--- src/rtl/latch_write_sched_pkg.sv ---
// Shared state encoding and default sizing for the latch write scheduler.
package latch_write_sched_pkg;

    localparam int DEF_NREQ  = 4;
    localparam int DEF_WIDTH = 8;
    localparam int DEF_NWORD = 4;

    typedef enum logic [1:0] {
        IDLE  = 2'd0,
        SETUP = 2'd1,
        OPEN  = 2'd2,
        HOLD  = 2'd3
    } state_t;

endpackage

--- src/rtl/latch_write_sched_rr_arbiter.sv ---
// Round-robin requester selection: first active request at or after pointer, wrapping.
module rr_arbiter
    import latch_write_sched_pkg::*;
#(
    parameter int NREQ = DEF_NREQ
) (
    input  logic [NREQ-1:0]         req,
    input  logic [$clog2(NREQ)-1:0] pointer,
    output logic [NREQ-1:0]         grant,
    output logic [$clog2(NREQ)-1:0] index
);

    localparam int IW = $clog2(NREQ);

    logic          found;
    logic [IW-1:0] cand;

    // NOTE: every output of a combinational block gets a default first, so no path leaves it unassigned and infers a latch.
    always_comb begin
        grant = '0;
        index = '0;
        found = 1'b0;
        cand  = '0;
        for (int k = 0; k < NREQ; k++) begin
            // NREQ is a power of two, so the IW-bit sum wraps from NREQ-1 to 0.
            cand = pointer + IW'(k);
            if (!found && req[cand]) begin
                found       = 1'b1;
                grant[cand] = 1'b1;
                index       = cand;
            end
        end
    end

endmodule

--- src/rtl/latch_write_sched.sv ---
// Sequences one write at a time into an external D-latch bank:
// select -> set up data -> open one latch for a cycle -> hold and acknowledge.
module latch_write_sched
    import latch_write_sched_pkg::*;
#(
    parameter int NREQ  = DEF_NREQ,
    parameter int WIDTH = DEF_WIDTH,
    parameter int NWORD = DEF_NWORD
) (
    input  logic                             clock,
    input  logic                             reset_bar,
    input  logic [NREQ-1:0]                  req,
    input  logic [NREQ*$clog2(NWORD)-1:0]    req_addr,
    input  logic [NREQ*WIDTH-1:0]            req_data,
    output logic [NREQ-1:0]                  gnt,
    output logic [NWORD-1:0]                 latch_en,
    output logic [WIDTH-1:0]                 latch_d,
    output logic                             busy
);

    localparam int IW = $clog2(NREQ);
    localparam int AW = $clog2(NWORD);

    state_t           state, state_nxt;
    logic [IW-1:0]    ptr;
    logic [IW-1:0]    arb_idx;
    logic [NREQ-1:0]  arb_grant;
    logic [NREQ-1:0]  win_oh;
    logic [AW-1:0]    addr_q;
    logic [WIDTH-1:0] data_q;
    logic [NWORD-1:0] latch_en_nxt;
    logic [NREQ-1:0]  gnt_nxt;
    logic             take;

    rr_arbiter #(.NREQ(NREQ)) u_arb (
        .req     (req),
        .pointer (ptr),
        .grant   (arb_grant),
        .index   (arb_idx)
    );

    assign take = (state == IDLE) && (|req);

    always_comb begin
        state_nxt    = state;
        latch_en_nxt = '0;
        gnt_nxt      = '0;
        case (state)
            IDLE:  if (|req) state_nxt = SETUP;
            SETUP: begin
                state_nxt            = OPEN;
                latch_en_nxt[addr_q] = 1'b1;
            end
            OPEN: begin
                state_nxt = HOLD;
                gnt_nxt   = win_oh;
            end
            HOLD:    state_nxt = IDLE;
            default: state_nxt = IDLE;
        endcase
    end

    // NOTE: sequential state uses non-blocking assignments so every register samples pre-edge values.
    // NOTE: data_q is reset too because it drives latch_d straight to the bank; enables and grants come from flops so they cannot glitch.
    always_ff @(posedge clock or negedge reset_bar) begin
        if (!reset_bar) begin
            state    <= IDLE;
            ptr      <= '0;
            win_oh   <= '0;
            addr_q   <= '0;
            data_q   <= '0;
            latch_en <= '0;
            gnt      <= '0;
        end else begin
            state    <= state_nxt;
            latch_en <= latch_en_nxt;
            gnt      <= gnt_nxt;
            // Requester inputs are looked at only here; later changes cannot disturb the sequence.
            if (take) begin
                ptr    <= arb_idx + IW'(1);
                win_oh <= arb_grant;
                addr_q <= req_addr[int'(arb_idx)*AW +: AW];
                data_q <= req_data[int'(arb_idx)*WIDTH +: WIDTH];
            end
        end
    end

    assign latch_d = data_q;
    assign busy    = (state != IDLE);

endmodule

--- config.mk ---
export PLATFORM = sky130hd
export DESIGN_NAME = latch_write_sched
export DESIGN_NICKNAME = d
export VERILOG_FILES = /design/src/rtl/latch_write_sched_pkg.sv /design/src/rtl/latch_write_sched_rr_arbiter.sv /design/src/rtl/latch_write_sched.sv
export SDC_FILE = /design/constraint.sdc
export NUM_CORES = 1
export LEC_CHECK = 0
export BUFFER_PORTS_ARGS = -buffer_cell sky130_fd_sc_hd__buf_2
export CAP_MARGIN = 30
export CORE_MARGIN = 3
export CORE_UTILIZATION = 40
export CTS_BUF_LIST = sky130_fd_sc_hd__clkbuf_4
export DETAILED_ROUTE_END_ITERATION = 10
export PLACE_DENSITY_LB_ADDON = 0.25
export SYNTH_ARGS = -nofsm -noshare
export SYNTH_HDL_FRONTEND = slang
export SYNTH_SLANG_ARGS = --single-unit
--- constraint.sdc ---
create_clock -name clock -period 3.65 [get_ports clock]
set_clock_uncertainty 0.1 [all_clocks]
set_input_delay 0.365 -clock clock [delete_from_list [all_inputs] [get_ports clock]]
set_output_delay 0.365 -clock clock [all_outputs]
set_load 0.02 [all_outputs]
==> Implementation_results.wiki <==
{| class="wikitable"
! Metric !! Value
|-
| Maximum number of pins on one net before global-route repair || 27
|-
| # diodes || 0
|-
| Number of buffers created by CTS || 3
|-
| Total Routed Length || 5.02 mm
|-
| Aggregate global-route resource usage || 18.3%
|-
| Hold Path End || addr_q[0]
|-
| Total of cells resized after clock tree synthesis || 0
|-
| RD Place Congestion || 0.911
|-
| Endpoint class of the critical path || register
|-
| DRT antenna net count || 0
|-
| TritonCTS sink count || 26
|-
| Critical path class || reg2reg
|-
| Ratio of routed vias to standard cells || 5.73
|-
| Number of buffers inserted by post-CTS setup repair || 0
|-
| Detailed Routing Iterations Pass 1 || 4
|-
| CTS tree || yes
|-
| Number of global-route vias before repair || 1692
|-
| Pwr Density || 867 mW/mm^2
|-
| Net Count, Synth || 253
|-
| Syn Area/Cell || 9.36 um^2
|-
| Part of the cycle the worst path needs || 84.2%
|-
| Switching power share of the total || 49.0%
|-
| Bufs on Longest Clock Path || 2
|-
| Post-synthesis cell area || 0.00186 mm^2
|-
| Area of placed instances || 0.00218 mm^2
|-
| FF-to-FF End || latch_d[6]
|-
| Portion of total power attributed to combinational logic || 67.7%
|-
| Total congestion overflow after global routing || 0
|-
| Initial antenna violation count || 0
|-
| Routed length per instance || 16.4 um
|-
| Cts hold-fix bufs || 1
|-
| Port buffer count || 62
|-
| Crit path required time || 3750 ps
|-
| Vert. Die Dim || 74.2 um
|-
| NumNets Final || 310
|-
| Detailed-route via count || 1760
|-
| Worst Max-Slew Pin Slew || 817 ps
|-
| Register-to-register setup slack || 580 ps
|-
| Wire length of the first global-routing pass || 7.93 mm
|-
| Final slew viol count || 0
|-
| Share of flip-flops with an asynchronous set or reset || 100%
|-
| Die W || 74.2 um
|-
| Buffer type at the clock tree root || sky130_fd_sc_hd__clkbuf_4
|-
| Share of total power in sequential cells || 26.2%
|-
| Unrepaired setup endpoints after global routing || no
|-
| Violation count after the first detailed-routing iteration || 116
|-
| Main area contributors after synthesis || sky130_fd_sc_hd__dfrtp_1 (35%), sky130_fd_sc_hd__a221oi_1 (6.6%), sky130_fd_sc_hd__mux2i_1 (5.9%), sky130_fd_sc_hd__ha_1 (5.4%), sky130_fd_sc_hd__nand3_1 (5.4%)
|-
| Slew HR || 45.2%
|-
| Static leakage || 1.01 nW
|-
| Final Hold Fails || 0
|-
| Number of instances in the synthesized netlist || 199
|-
| Register area share after synthesis || 34.9%
|-
| #FFs+latches synth || 26
|-
| Fillers || 435
|-
| Number of instances on the worst hold path || 3
|-
| Total DRC errors in the routed layout || 0
|-
| Primary FF master, synth || sky130_fd_sc_hd__dfrtp_1
|-
| Clock slew at the register clock pins of the worst setup and hold paths || 130 ps
|-
| DP Wirelength || 3.78 mm
|-
| Run status || finished clean
|-
| Type of the most critical hold path || in2reg
|-
| Post-route cell area || 0.00221 mm^2
|-
| Worst VDD drop || 0.340 mV
|-
| Origin of the critical flop-to-flop path || ptr[1]
|-
| Critical path launch point type || register
|-
| Number of warning messages in the yosys log || 0
|-
| Max Clock Freq || 325 MHz
|-
| Area of the core region || 0.00441 mm^2
|-
| Die footprint || 0.00551 mm^2
|-
| Total I/O pin count || 63
|-
| H-tree depth || 1
|-
| Ratio of cells with drive above 1 in the final layout || 29.4%
|-
| Number of synthesized flops with an enable pin || 0
|-
| Crit path time final || 3070 ps
|-
| Total of endpoints with negative setup slack in the final report || 0
|-
| Arrival time of the worst setup path || 3170 ps
|-
| Worst Hold Launch || req_addr[0]
|-
| Yosys cell types || 39
|-
| FP Rows || 24
|-
| Final TNS setup || 0 ps
|-
| Number of maximum-capacitance violations || 0
|-
| Clk network pwr share || 6.1%
|-
| Cell internal power dissipation || 0.979 mW
|-
| Pwr Total || 1.92 mW
|-
| Fraction of post-synthesis cell area in the top cell type by area || 34.9%
|-
| Post-synthesis to final-layout area growth || 18.9%
|-
| Maximum fanout along the worst path || 23
|-
| Worst R2R Path Depth || 7
|-
| Initial Util || 42.2%
|-
| Clock latency of the later-clocked register in the worst-skew pair || 310 ps
|-
| Largest area contributor in the netlist || sky130_fd_sc_hd__dfrtp_1
|-
| Total net switching power || 0.940 mW
|}
[metal layers]
metal	routed length [um]	GRT usage, %	up-vias	part of all wire, %
met5	0	0	-	0
met3	330	3.65	4	6.6
met2	2280	27.8	60	45
met1	2360	26.4	832	47
met4	52	5.73	0	1.0
li1	-	-	864	-
[placed cells by master (no fill, tap or decap), types with 2 or more instances in the layout]
master and count:
sky130_fd_sc_hd__clkbuf_4 3, sky130_fd_sc_hd__a31oi_1 4, sky130_fd_sc_hd__a21oi_1 5, sky130_fd_sc_hd__nand3_1 20, sky130_fd_sc_hd__a211oi_1 10, sky130_fd_sc_hd__nor2_1 20
sky130_fd_sc_hd__nor2b_1 2, sky130_fd_sc_hd__mux2i_1 11, sky130_fd_sc_hd__dfrtp_1 26, sky130_fd_sc_hd__and2_1 5, sky130_fd_sc_hd__nor3b_1 13, sky130_fd_sc_hd__a221oi_1 14
sky130_fd_sc_hd__buf_4 4, sky130_fd_sc_hd__and3b_1 2, sky130_fd_sc_hd__buf_2 62, sky130_fd_sc_hd__inv_1 6, sky130_fd_sc_hd__o21ai_0 7, sky130_fd_sc_hd__mux4_2 3
sky130_fd_sc_hd__nand2_1 6, sky130_fd_sc_hd__o21bai_1 4, sky130_fd_sc_hd__ha_1 8
[layout make-up]
class                           instances  area [um^2]  share of cell area, %
Clock buffer                            3         22.5                   1.02
Clock inverter                          1         3.75                  0.169
Inverter                                6         22.5                   1.02
Multi-Input combinational cell        152         1100                   49.7
Sequential cell                        26          651                   29.4
Tap cell                               52         65.1                   2.94
Timing Repair Buffer                   67          350                   15.8
[logic make-up (layout without fill, tap and decap cells)]
family / after synthesis / in the layout / share of synthesized area, %
muxes: 16 / 16 / 10.7
buffers and inverters: 21 / 77 / 6.04
DFF: 26 / 26 / 34.9
AOI/OAI and AO/OA: 53 / 53 / 21.2
and+or+nand+nor: 75 / 75 / 21.8
adders and majority gates: 8 / 8 / 5.37
[state kept, by name, summed over array words and instances, names as in the netlist]
name	flops
addr_q	2
gnt	4
latch_d	8
latch_en	4
ptr	2
state	2
win_oh	4
[worst max-delay path by stage]
stage | startpoint | to | slack (ps) | cells after the start
after detailed placement | ptr[1] | latch_d[6] | 590 | 7
final | ptr[1] | latch_d[6] | 580 | 7
after CTS | ptr[1] | latch_d[6] | 570 | 7
after floorplan | ptr[0] | addr_q[1] | 440 | 10
after global routing | ptr[1] | addr_q[1] | 360 | 7
after global placement | ptr[1] | latch_d[6] | 740 | 7
[metrics by stage]
step,instances,util [%],setup WS (ps),hold WS [ps]
after detailed placement,302,49.3,593,296
after global routing,307,50.2,355,274
after global placement,302,49.3,739,300
after CTS,307,50.2,570,267
final,307,50.2,575,279
after floorplan,199,-,442,-30.6
[cells in the mapped netlist, drive strengths merged, types with 5 or more instances]
cell type,n
clkbuf,8
a221oi,14
buf,7
ha,8
and2,6
a21oi,5
nor3b,13
dfrtp,26
inv,6
a211oi,10
mux2i,11
o21ai,8
nor2,20
nand3,20
nand2,6
[worst max-delay path, stage by stage, from the launching register on]
cell and delay (ps):
sky130_fd_sc_hd__dfrtp_1 550, sky130_fd_sc_hd__inv_1 150, sky130_fd_sc_hd__ha_1 430, sky130_fd_sc_hd__mux4_2 610, sky130_fd_sc_hd__nand2b_1 190, sky130_fd_sc_hd__a211o_4 460, sky130_fd_sc_hd__a221oi_1 380, sky130_fd_sc_hd__a211oi_1 90
[power by group through the flow]
stage	combinational (mW)	clock, mW	sequential [mW]
after floorplan	0.931	0	0.587
after global placement	1.28	0	0.501
after detailed placement	1.29	0	0.510
after CTS	1.30	0.126	0.503
after global routing	1.44	0.133	0.518
final	1.30	0.117	0.502
Power figures use the tool's default switching activity.
